## src/rtl/cpu_pkg.sv

```systemverilog
// Shared constants for the CPU control path: opcodes, ALU codes, sequencer states and fault codes.
package cpu_pkg;

   localparam logic [4:0] OP_LD   = 5'h00;
   localparam logic [4:0] OP_LDI  = 5'h01;
   localparam logic [4:0] OP_ST   = 5'h02;
   localparam logic [4:0] OP_ADD  = 5'h03;
   localparam logic [4:0] OP_SUB  = 5'h04;
   localparam logic [4:0] OP_AND  = 5'h05;
   localparam logic [4:0] OP_OR   = 5'h06;
   localparam logic [4:0] OP_ADDI = 5'h0C;
   localparam logic [4:0] OP_NOP  = 5'h19;
   localparam logic [4:0] OP_HALT = 5'h1A;

   localparam logic [3:0] ALU_ADD = 4'h0;
   localparam logic [3:0] ALU_SUB = 4'h1;
   localparam logic [3:0] ALU_AND = 4'h2;
   localparam logic [3:0] ALU_OR  = 4'h3;

   localparam logic [1:0] FAULT_NONE    = 2'b00;
   localparam logic [1:0] FAULT_ILLEGAL = 2'b01;
   localparam logic [1:0] FAULT_TIMEOUT = 2'b10;

   typedef enum logic [3:0] {
      ST_IDLE, ST_T0, ST_T1, ST_T2, ST_T3, ST_T4, ST_T5, ST_T6, ST_T7, ST_HALT
   } state_e;

   typedef enum logic [2:0] {
      CLS_ALU, CLS_ADDI, CLS_LDI, CLS_LD, CLS_ST, CLS_NOP, CLS_HALT, CLS_BAD
   } op_class_e;

   function automatic op_class_e classify(input logic [4:0] op);
      op_class_e cls;
      case (op)
         OP_ADD, OP_SUB, OP_AND, OP_OR: cls = CLS_ALU;
         OP_ADDI:                       cls = CLS_ADDI;
         OP_LDI:                        cls = CLS_LDI;
         OP_LD:                         cls = CLS_LD;
         OP_ST:                         cls = CLS_ST;
         OP_NOP:                        cls = CLS_NOP;
         OP_HALT:                       cls = CLS_HALT;
         default:                       cls = CLS_BAD;
      endcase
      return cls;
   endfunction

   function automatic logic [3:0] alu_code(input logic [4:0] op);
      logic [3:0] code;
      case (op)
         OP_SUB:  code = ALU_SUB;
         OP_AND:  code = ALU_AND;
         OP_OR:   code = ALU_OR;
         default: code = ALU_ADD;
      endcase
      return code;
   endfunction

endpackage

```

## src/rtl/mem_wait_timer.sv

```systemverilog
// Counts cycles spent waiting on mem_ready; expired_o flags the last allowed wait cycle.
module mem_wait_timer #(
   parameter int MEM_TIMEOUT = 15
) (
   input  logic clock,
   input  logic reset_n,
   input  logic clear_i,
   input  logic enable_i,
   output logic expired_o
);

   localparam int W = $clog2(MEM_TIMEOUT + 1);
   localparam logic [W-1:0] LAST = W'(MEM_TIMEOUT - 1);

   logic [W-1:0] count_q, count_d;

   always_ff @(posedge clock or negedge reset_n) begin
      if (!reset_n) begin
         count_q <= '0;
      end else begin
         count_q <= count_d;
      end
   end

   // Clear wins so the count restarts on every state change, including the timeout exit.
   always_comb begin
      count_d = count_q;
      if (clear_i) begin
         count_d = '0;
      end else if (enable_i) begin
         count_d = count_q + W'(1);
      end
   end

   assign expired_o = (count_q == LAST);

endmodule

```

## src/rtl/control_sequencer.sv

```systemverilog
// Multi-cycle fetch/decode/execute control FSM with memory handshake and fault capture.
module control_sequencer
   import cpu_pkg::*;
#(
   parameter int MEM_TIMEOUT = 15
) (
   input  logic       clock,
   input  logic       reset_n,
   input  logic       run,
   input  logic [4:0] ir_opcode,
   input  logic       mem_ready,
   output logic       pc_out,
   output logic       mar_in,
   output logic       inc_pc,
   output logic       pc_in,
   output logic       z_in,
   output logic       zlow_out,
   output logic       y_in,
   output logic       ir_in,
   output logic       mdr_out,
   output logic       c_out,
   output logic       mem_read,
   output logic       mem_write,
   output logic       mdr_in,
   output logic       gra,
   output logic       grb,
   output logic       grc,
   output logic       rin,
   output logic       rout,
   output logic       baout,
   output logic [3:0] alu_op,
   output logic       halted,
   output logic [1:0] fault
);

   state_e     state_q, state_d;
   logic [1:0] fault_q, fault_d;
   op_class_e  op_cls;
   state_e     done_state;
   logic       in_wait;
   logic       hold;
   logic       wait_expired;
   logic       timer_clear;

   assign op_cls     = classify(ir_opcode);
   assign done_state = run ? ST_T0 : ST_IDLE;
   assign in_wait    = (state_q == ST_T1)
                     | ((state_q == ST_T6) && (op_cls == CLS_LD))
                     | ((state_q == ST_T7) && (op_cls == CLS_ST));
   assign hold        = in_wait & ~mem_ready;
   assign timer_clear = (state_d != state_q);

   mem_wait_timer #(
      .MEM_TIMEOUT(MEM_TIMEOUT)
   ) u_wait_timer (
      .clock     (clock),
      .reset_n   (reset_n),
      .clear_i   (timer_clear),
      .enable_i  (hold),
      .expired_o (wait_expired)
   );

   always_ff @(posedge clock or negedge reset_n) begin
      if (!reset_n) begin
         state_q <= ST_IDLE;
         fault_q <= FAULT_NONE;
      end else begin
         state_q <= state_d;
         fault_q <= fault_d;
      end
   end

   always_comb begin
      state_d = state_q;
      fault_d = fault_q;
      case (state_q)
         ST_IDLE: if (run) state_d = ST_T0;
         ST_T0:   state_d = ST_T1;
         ST_T1: begin
            if (mem_ready) begin
               state_d = ST_T2;
            end else if (wait_expired) begin
               state_d = ST_HALT;
               fault_d = FAULT_TIMEOUT;
            end
         end
         ST_T2: begin
            case (op_cls)
               CLS_NOP:  state_d = done_state;
               CLS_HALT: state_d = ST_HALT;
               CLS_BAD: begin
                  state_d = ST_HALT;
                  fault_d = FAULT_ILLEGAL;
               end
               default:  state_d = ST_T3;
            endcase
         end
         ST_T3: state_d = ST_T4;
         ST_T4: state_d = ST_T5;
         ST_T5: state_d = (op_cls == CLS_LD || op_cls == CLS_ST) ? ST_T6 : done_state;
         ST_T6: begin
            if (op_cls == CLS_ST || mem_ready) begin
               state_d = ST_T7;
            end else if (wait_expired) begin
               state_d = ST_HALT;
               fault_d = FAULT_TIMEOUT;
            end
         end
         ST_T7: begin
            if (op_cls == CLS_LD || mem_ready) begin
               state_d = done_state;
            end else if (wait_expired) begin
               state_d = ST_HALT;
               fault_d = FAULT_TIMEOUT;
            end
         end
         ST_HALT: state_d = ST_HALT;
         default: state_d = ST_IDLE;
      endcase
   end

   always_comb begin
      pc_out    = 1'b0;
      mar_in    = 1'b0;
      inc_pc    = 1'b0;
      pc_in     = 1'b0;
      z_in      = 1'b0;
      zlow_out  = 1'b0;
      y_in      = 1'b0;
      ir_in     = 1'b0;
      mdr_out   = 1'b0;
      c_out     = 1'b0;
      mem_read  = 1'b0;
      mem_write = 1'b0;
      mdr_in    = 1'b0;
      gra       = 1'b0;
      grb       = 1'b0;
      grc       = 1'b0;
      rin       = 1'b0;
      rout      = 1'b0;
      baout     = 1'b0;
      alu_op    = ALU_ADD;
      halted    = 1'b0;
      case (state_q)
         ST_T0: begin
            pc_out = 1'b1;
            mar_in = 1'b1;
            inc_pc = 1'b1;
            z_in   = 1'b1;
         end
         ST_T1: begin
            zlow_out = 1'b1;
            pc_in    = 1'b1;
            mem_read = 1'b1;
         end
         ST_T2: begin
            mdr_out = 1'b1;
            ir_in   = 1'b1;
         end
         // Address-forming opcodes take the base through baout so R0 reads as zero.
         ST_T3: begin
            grb  = 1'b1;
            y_in = 1'b1;
            if (op_cls == CLS_LD || op_cls == CLS_ST || op_cls == CLS_LDI) begin
               baout = 1'b1;
            end else begin
               rout = 1'b1;
            end
         end
         ST_T4: begin
            z_in = 1'b1;
            if (op_cls == CLS_ALU) begin
               grc    = 1'b1;
               rout   = 1'b1;
               alu_op = alu_code(ir_opcode);
            end else begin
               c_out = 1'b1;
            end
         end
         ST_T5: begin
            zlow_out = 1'b1;
            if (op_cls == CLS_LD || op_cls == CLS_ST) begin
               mar_in = 1'b1;
            end else begin
               gra = 1'b1;
               rin = 1'b1;
            end
         end
         ST_T6: begin
            if (op_cls == CLS_ST) begin
               gra    = 1'b1;
               rout   = 1'b1;
               mdr_in = 1'b1;
            end else begin
               mem_read = 1'b1;
            end
         end
         ST_T7: begin
            if (op_cls == CLS_ST) begin
               mem_write = 1'b1;
            end else begin
               mdr_out = 1'b1;
               gra     = 1'b1;
               rin     = 1'b1;
            end
         end
         ST_HALT: halted = 1'b1;
         default: ;
      endcase
      mdr_in = mdr_in | (mem_read & mem_ready);
   end

   assign fault = fault_q;

endmodule
```

## config.mk

```make
export PLATFORM = sky130hd
export DESIGN_NAME = control_sequencer
export DESIGN_NICKNAME = d
export VERILOG_FILES = /design/src/rtl/cpu_pkg.sv /design/src/rtl/mem_wait_timer.sv /design/src/rtl/control_sequencer.sv
export SDC_FILE = /design/constraint.sdc
export NUM_CORES = 1
export LEC_CHECK = 0
export CORE_ASPECT_RATIO = 1.25
export CORE_MARGIN = 3
export CORE_UTILIZATION = 53
export CTS_BUF_LIST = sky130_fd_sc_hd__clkbuf_4 sky130_fd_sc_hd__clkbuf_8
export CTS_CLUSTER_SIZE = 16
export DETAILED_ROUTE_END_ITERATION = 12
export PLACE_DENSITY = 0.88
export SYNTH_ARGS = -nofsm -noshare
export SYNTH_HDL_FRONTEND = slang
export SYNTH_SLANG_ARGS = --single-unit
export TNS_END_PERCENT = 1
```

## constraint.sdc

```tcl
create_clock -name clock -period 4.4 [get_ports clock]
set_clock_uncertainty 0.05 [all_clocks]
set_input_delay 1.32 -clock clock [delete_from_list [all_inputs] [get_ports clock]]
set_output_delay 1.32 -clock clock [all_outputs]
set_load 0.02 [all_outputs]
```

==> results of run 1 <==
==> flip-flops by register name, summed over array words and instances (netlist names) <==
register,count
state_q,4
u_wait_timer.count_q,4
fault,2
==> metrics by stage <==
step	setup slack [ns]	area [µm²]	setup TNS, ns	power [mW]
finish	0.0688	1610	0	0.821
detailed placement	-0.381	1600	-3.12	0.772
global route	0.00373	1610	0	0.890
global placement	-0.304	1600	-2.62	0.753
CTS	-0.128	1610	-0.299	0.813
floorplan	0.0339	1220	0	0.573
==> worst min-delay path by stage <==
stage | start | endpoint | slack [ns]
after global placement | fault[1] | fault[1] | 0.43
after CTS | fault[1] | fault[1] | 0.49
after detailed placement | fault[1] | fault[1] | 0.48
after floorplan | u_wait_timer.count_q[3] | u_wait_timer.count_q[3] | 0.47
final | fault[1] | fault[1] | 0.50
after global routing | fault[1] | fault[1] | 0.52
==> where the power goes <==
group	internal [mW]	switching, mW	total (mW)
logic	0.251	0.312	0.563
clock network	0.0312	0.0250	0.0562
registers	0.122	0.0803	0.202
==> cells in the mapped netlist (2+ instances only) <==
cell | count | area, µm²
o22a_1 | 2 | 17.5
dfrtp_1 | 10 | 250
nor2_1 | 17 | 63.8
and3_1 | 2 | 12.5
a221o_1 | 2 | 20.0
nor3_1 | 8 | 40.0
inv_1 | 9 | 33.8
nor3b_1 | 3 | 22.5
nand4b_1 | 2 | 17.5
a211oi_2 | 3 | 37.5
ha_1 | 2 | 25.0
buf_4 | 4 | 30.0
mux2i_1 | 2 | 20.0
o21bai_1 | 2 | 15.0
buf_2 | 6 | 30.0
or3_1 | 4 | 25.0
a211oi_1 | 2 | 15.0
nor2b_1 | 2 | 12.5
o21ai_0 | 18 | 90.1
nand2_1 | 18 | 67.6
clkbuf_1 | 5 | 18.8
a21oi_1 | 11 | 55.1
xnor2_1 | 4 | 35.0
buf_6 | 2 | 22.5
nand2b_1 | 4 | 25.0
==> layout make-up <==
cell class | count | share of cell area
clock buffer | 3 | 0.0140
inverter | 9 | 0.0210
timing repair buffer | 49 | 0.261
tap | 30 | 0.0233
sequential | 10 | 0.156
multi-input combinational | 133 | 0.525
==> what timing repair did <==
action                     in CTS  in global routing
setup endpoints to repair      11                 10
resized for setup              18                 13
pin swaps                       1                  1
==> layer usage <==
layer / global-route usage / up-vias / part of all wire
li1: - / 668 / -
met1: 0.302 / 658 / 0.39
met2: 0.499 / 90 / 0.50
met3: 0.0579 / 15 / 0.073
met4: 0.159 / 0 / 0.035
met5: 0 / - / 0
==> cell families after synthesis <==
family	Yosys count
buffers and inverters	27
other	1
multiplexers	2
flip-flops	10
adder cells (fa/ha/maj)	2
AO/OA/AOI/OAI	54
AND/OR/NAND/NOR	68
XOR/XNOR	5
==> impl_metrics.toml, run 1 <==
[timing]
setup_viol = 0
slew_headroom = 0.624
finalCritPeriodShare = 0.984
post-route-min-period_ns = 4.33
maxSlewViolCount = 0
whs_ns = 0.501
rsz0062_at_grt = "false"
fmax_mhz = 231
worstMarginPinSlew_ns = 0.564
hold_viol_final = 0

[global_route]
grt_pass1_vias = 1419
grt_overflow = 0
antenna_found_initial = 0
grt_pass1_wl_mm = 6.30
grt_use_total = 0.277
grt_max_degree = 20

[min_path]
hold_depth = 1
hold_path.class = "reg2reg"

[flow_run]
maxCapViolCount = 0

[cells_and_area]
fin_nets = 217
fillers = 165
antenna_cells = 0
areaGrowthSynthToFinish_pct = 31.9
multiInputGateArea_um2 = 843
instances_no_fill = 234
final_cell_mix = "18 x nand2_1, 18 x o21ai_0, 17 x nor2_1, 17 x clkdlybuf4s50_1, 17 x buf_4"
final_util = 0.776
drive_above_1_share = 0.176
register_area_um2 = 250

[clock_tree]
cts_buffers = 3
clock_sinks = 10
cts_tree = "yes"
cts.clk_slew.worst_paths_ns = 0.05
worstSkewPairLatency_ns = 0.25
htree_levels = 1
cts_root_buf = "clkbuf_4"
hold_buffers = 0
clockBufferDepth = 2
postCtsSetupRepairBufs = 0

[yosys]
yosysUniqueCellTypes = 50
syn_inst = 169
ys.flop_type = "dfrtp_1"
avgSynthCellArea_um2 = 7.21
synth_seq_cells = 10
synth_fa_ha_area_frac = 0.0205
synthSimpleGateAreaFrac = 0.303
synth_area_um2 = 1220
synth_edf_count = 0
yosysSeqAreaShare = 0.205
synth-async-reset-ratio = 1.00
synth_top_family_by_area = "simple AND/OR/NAND/NOR gates"
synth-xor-area-share = 0.0359
yosysWarnings = 0
muxShareOfSynthArea = 0.0164
synth-compound-area-share = 0.302

[critical_path]
r2r-end = "u_wait_timer.count_q[2]"
cp_max_fo = 6
crit_end = "rin"
r2r_setup_slack_ns = 1.88
rr_worst_depth = 8
critPathTopFamily = "buffers and inverters"
critical_path_class = "in2out"
cp_cell_sequence = "clkdlybuf4s50_1 -> buf_4 -> nor4_4 -> nand2_1 -> a32oi_2 -> nor2_1 -> clkdlybuf4s15_1"
r2r-start = "state_q[0]"
worst-path-buf-inv = 3
critPathLaunchType = "input port"
setup.worst_path.start = "ir_opcode[0]"
crit_path_max_incr_delay_ns = 0.45
cpMaxStageDelayCell = "clkdlybuf4s50_1"
cp_data_required_time_ns = 3.03
arrival_ns = 2.96
endpoint_kind = "output port"
crit_cells = 7

[place]
port_buffers = 32
placed_cells = 231
hpwlAfterDp_mm = 2.81
place_congestion = 0.930

[die]
core.rowCount = 18
io_pins = 35
core-area_um2 = 2070
fp.dieH_um = 59.6
die_area_um2 = 2910
chipWidth_um = 48.9
start_util = 0.588

[status]
outcome = "finished, final reports clean"

[pwr]
vdd_drop_max_mv = 0.531
powerDensity_nw_per_um2 = 510
leakage_nw = 0.734

[route]
drt_iter0_markers = 93
vias_per_cell = 6.12
remaining_drc_errors = 0
wl_mm = 3.57
first_pass_iters = 4
ant_nets = 0
routed-via-count = 1431
wl_per_cell_um = 15.3
Power figures use the tool's default switching activity.
==> run 2: changes to the inputs <==
--- a/config.mk
+++ b/config.mk
@@ -5,13 +5,15 @@
 export SDC_FILE = /design/constraint.sdc
 export NUM_CORES = 1
 export LEC_CHECK = 0
+export CAP_MARGIN = 25
 export CORE_ASPECT_RATIO = 1.25
 export CORE_MARGIN = 3
-export CORE_UTILIZATION = 53
+export CORE_UTILIZATION = 49
 export CTS_BUF_LIST = sky130_fd_sc_hd__clkbuf_4 sky130_fd_sc_hd__clkbuf_8
 export CTS_CLUSTER_SIZE = 16
 export DETAILED_ROUTE_END_ITERATION = 12
-export PLACE_DENSITY = 0.88
+export PLACE_DENSITY = 0.82
+export SETUP_SLACK_MARGIN = 0.5
 export SYNTH_ARGS = -nofsm -noshare
 export SYNTH_HDL_FRONTEND = slang
 export SYNTH_SLANG_ARGS = --single-unit
==> constraint.sdc (replaced) <==
create_clock -name clock -period 4.1 [get_ports clock]
set_clock_uncertainty 0.05 [all_clocks]
set_input_delay 1.23 -clock clock [delete_from_list [all_inputs] [get_ports clock]]
set_output_delay 1.23 -clock clock [all_outputs]
set_load 0.02 [all_outputs]
==> run 2 against run 1 <==
Sequential share of layout area is 1.2 points lower; routed wire length increased by 13%; via count up 2.2%; combinational power grew 23%; total power is 16% higher; count of clock-buffer cells in the layout up 1; first-iteration DRC count shrank 12%; setup slack better by 0.32 ns; register-to-register slack worse by 0.23 ns; largest power group unchanged.
==> impl_metrics.toml, run 2 (synthesized netlist as in run 1, its figures left out) <==
[clock_tree]
htree_levels = 1
cts_tree = "yes"
clockBufferDepth = 2
cts.clk_slew.worst_paths_ns = 0.06
cts_root_buf = "clkbuf_4"
worstSkewPairLatency_ns = 0.25
hold_buffers = 0
clock_sinks = 10
cts_buffers = 3

[timing]
hold_viol_final = 0
worstMarginPinSlew_ns = 0.530
rsz0062_at_grt = "true"
setup_viol = 0
maxSlewViolCount = 0
slew_headroom = 0.644
finalCritPeriodShare = 0.905
whs_ns = 0.463
post-route-min-period_ns = 3.71
fmax_mhz = 269

[route]
first_pass_iters = 5
drt_iter0_markers = 82
routed-via-count = 1462
wl_mm = 4.02
vias_per_cell = 6.02
remaining_drc_errors = 0
ant_nets = 0
wl_per_cell_um = 16.5

[critical_path]
r2r-end = "u_wait_timer.count_q[1]"
rr_worst_depth = 7
worst-path-buf-inv = 2
cpMaxStageDelayCell = "nor4_4"
cp_max_fo = 6
r2r-start = "state_q[0]"
cp_cell_sequence = "buf_6 -> nor4_4 -> nand2_1 -> a32oi_2 -> nor2_1 -> buf_4"
arrival_ns = 2.43
endpoint_kind = "output port"
cp_data_required_time_ns = 2.82
crit_path_max_incr_delay_ns = 0.39
setup.worst_path.start = "ir_opcode[2]"
crit_cells = 6
critPathTopFamily = "simple AND/OR/NAND/NOR gates"
critical_path_class = "in2out"
critPathLaunchType = "input port"
r2r_setup_slack_ns = 1.65
crit_end = "rin"

[cells_and_area]
fin_nets = 224
drive_above_1_share = 0.292
final_common_cell = "buf_4"
final_cell_mix = "24 x buf_4, 17 x o21ai_0, 15 x nand2_1, 15 x nor2_1, 14 x clkdlybuf4s50_1"
areaGrowthSynthToFinish_pct = 42.6
antenna_cells = 0

[die]
io_pins = 35
core-area_um2 = 2280
fp.dieH_um = 61.8
die_area_um2 = 3130
start_util = 0.534
core.rowCount = 19
chipWidth_um = 50.6

[flow_run]
maxCapViolCount = 0

[place]
port_buffers = 32
place_congestion = 0.964
hpwlAfterDp_mm = 2.96

[global_route]
grt_max_degree = 17
antenna_found_initial = 0
grt_pass1_wl_mm = 6.29
grt_use_total = 0.266
grt_overflow = 0
grt_pass1_vias = 1371

[pwr]
leakage_nw = 0.774
powerDensity_nw_per_um2 = 549
p_total_mw = 0.953
vdd_drop_max_mv = 0.603

[status]
outcome = "finished, final reports clean"

[min_path]
hold_path.class = "reg2reg"
==> run 2: per-stage QoR <==
step,instances,area [µm²],TNS (ns),utilization,worst slack [ns]
after floorplan,170,1270,0,-,0.510
after global placement,236,1670,-4.10,0.730,-0.433
after detailed placement,236,1670,-4.71,0.730,-0.484
after CTS,243,1740,0,0.762,0.481
after global routing,243,1740,0,0.762,0.346
final,243,1740,0,0.762,0.389
==> run 2: final cells by class <==
class	count	area, µm²
multi-input cells	133	895
fillers	171	544
repair buffers	56	484
flip-flops and latches	10	250
well taps	31	38.8
clock buffers	4	36.3
inverters	9	33.8
==> run 2: routing by layer <==
| metal | vias to the layer above | GRT usage | wire (µm) |
|---|---|---|---|
| met5 | - | 0 | 0 |
| met4 | 0 | 0.181 | 224 |
| met3 | 22 | 0.0263 | 351 |
| met2 | 100 | 0.498 | 2040 |
| met1 | 655 | 0.286 | 1410 |
| li1 | 685 | - | - |
==> run 2: worst min path at each step <==
stage	startpoint	endpoint	slack, ns	cells past startpoint
6_report	fault[1]	fault[1]	0.46	1
4_1_cts	fault[1]	fault[1]	0.47	1
5_1_grt	fault[1]	fault[1]	0.48	1
2_1_floorplan	u_wait_timer.count_q[3]	u_wait_timer.count_q[3]	0.47	2
3_3_place_gp	fault[1]	fault[1]	0.43	1
3_5_place_dp	fault[1]	fault[1]	0.45	1
==> run 2: repair_timing <==
item / CTS / global route
resized for setup: 90 / 0
endpoints found under the setup margin: 13 / 13
buffers inserted: 3 / 0
pin swaps: 12 / 0
==> run 2: power by group <==
group / switching, mW / leakage (nW) / internal (mW) / total, mW
clock: 0.0302 / 0.0210 / 0.0537 / 0.0839
sequential: 0.0476 / 0.131 / 0.131 / 0.179
combinational: 0.396 / 0.622 / 0.295 / 0.691
==> run 3: changes to the inputs <==
--- a/config.mk
+++ b/config.mk
@@ -17,4 +17,3 @@
 export SYNTH_ARGS = -nofsm -noshare
 export SYNTH_HDL_FRONTEND = slang
 export SYNTH_SLANG_ARGS = --single-unit
-export TNS_END_PERCENT = 1
==> run 3 against run 2 <==
Flip-flop and latch count unchanged; die area unchanged; critical path depth unchanged; cell count up 0.41%; first-iteration DRC count down 37%; non-clock buffer count up 1; sequential share of layout area down 0.19 points; count of clock-buffer cells in the layout unchanged; via count down 0.75%; total power up 1.6%.
==> impl_metrics.toml, run 3 (synthesized netlist as in run 1, its figures left out) <==
[status]
outcome = "finished, final reports clean"

[route]
ant_nets = 0
vias_per_cell = 5.95
remaining_drc_errors = 0
drt_iter0_markers = 52
first_pass_iters = 5
routed-via-count = 1451
wl_per_cell_um = 16.6
wl_mm = 4.06

[critical_path]
rr_worst_depth = 5
critPathLaunchType = "input port"
r2r_setup_slack_ns = 1.74
r2r-end = "u_wait_timer.count_q[1]"
arrival_ns = 2.38
r2r-start = "state_q[1]"
endpoint_kind = "output port"
cp_data_required_time_ns = 2.82
critical_path_class = "in2out"
cp_max_fo = 6

[place]
hpwlAfterDp_mm = 2.96
port_buffers = 32
place_congestion = 0.964

[clock_tree]
cts_tree = "yes"
cts.clk_slew.worst_paths_ns = 0.06
clockBufferDepth = 2
worstSkewPairLatency_ns = 0.25
cts_root_buf = "clkbuf_4"
hold_buffers = 0
cts_buffers = 3
clock_sinks = 10
htree_levels = 1

[min_path]
hold_path.class = "reg2reg"
whs_endpoint = "fault[1]"
hp-start = "fault[1]"
hold_depth = 1

[timing]
slew_headroom = 0.636
worstMarginPinSlew_ns = 0.542
maxSlewViolCount = 0
rsz0062_at_grt = "true"
post-route-min-period_ns = 3.66
hold_viol_final = 0
tns_ns = 0
whs_ns = 0.466
fmax_mhz = 273
finalCritPeriodShare = 0.892
setup_viol = 0

[cells_and_area]
drive_above_1_share = 0.324
register_area_um2 = 251
final_common_cell = "buf_4"
fillers = 168
final_cell_mix = "27 x buf_4, 17 x o21ai_0, 15 x nor2_1"
fin_nets = 225
multiInputGateArea_um2 = 902
antenna_cells = 0
areaGrowthSynthToFinish_pct = 45.3

[die]
core-area_um2 = 2280
die_area_um2 = 3130
fp.dieH_um = 61.8
core.rowCount = 19
io_pins = 35
chipWidth_um = 50.6
start_util = 0.534

[global_route]
grt_pass1_vias = 1368
grt_max_degree = 17
grt_use_total = 0.266
antenna_found_initial = 0
grt_pass1_wl_mm = 6.31
grt_overflow = 0

[pwr]
leakage_nw = 0.784
vdd_drop_max_mv = 0.616
p_total_mw = 0.968
powerDensity_nw_per_um2 = 547

[flow_run]
maxCapViolCount = 0
[run 3: changes by cell type in the layout (fill, tap and decap cells not counted), sizes merged]
cell,change
clkdlybuf4s15,-2
clkbuf,+2
buf,+1
[run 3: worst max path at each step]
stage | from | end | cells past startpoint
after floorplan | ir_opcode[1] | alu_op[0] | 7
after global placement | ir_opcode[2] | rout | 5
after detailed placement | ir_opcode[2] | rout | 5
after CTS | ir_opcode[4] | rout | 5
after global routing | ir_opcode[2] | gra | 6
final | ir_opcode[2] | gra | 6
[run 3: per-stage QoR]
stage / std cells / worst slack (ns) / utilization / cell area (µm²)
finish: 244 / 0.442 / 0.776 / 1770
global route: 244 / 0.382 / 0.776 / 1770
detailed placement: 236 / -0.484 / 0.730 / 1670
CTS: 243 / 0.482 / 0.765 / 1750
global placement: 236 / -0.433 / 0.730 / 1670
floorplan: 170 / 0.510 / - / 1270
[run 3: power breakdown]
group          internal [mW]  switching [mW]  total [mW]
registers              0.132          0.0481       0.180
clock network         0.0537          0.0302      0.0839
logic                  0.305           0.399       0.704
[run 3: per-layer routing]
layer | global-route usage | wire [µm] | up-vias
met3 | 0.0286 | 300 | 20
li1 | - | - | 683
met5 | 0 | 0 | -
met1 | 0.286 | 1480 | 667
met2 | 0.498 | 2090 | 81
met4 | 0.181 | 187 | 0
[run 3: cell type report]
cell class / count / area share
clock buffers: 4 / 0.0205
inverters: 9 / 0.0191
multi-input cells: 133 / 0.510
flip-flops and latches: 10 / 0.142
well taps: 31 / 0.0219
repair buffers: 57 / 0.287
[run 3: worst max-delay path: stages]
cell	delay [ns]
buf_12	0.11
nor4_4	0.40
nand2_2	0.13
a32oi_2	0.23
o21ai_1	0.11
buf_4	0.16
[run 3: repair_timing]
item                                    4_1_cts  5_1_grt
buffers inserted                              3        1
hold endpoints to repair                      0        0
gates cloned                                  0        0
pin swaps                                    12       10
endpoints found under the setup margin       13       13
gates resized for setup                      92       12
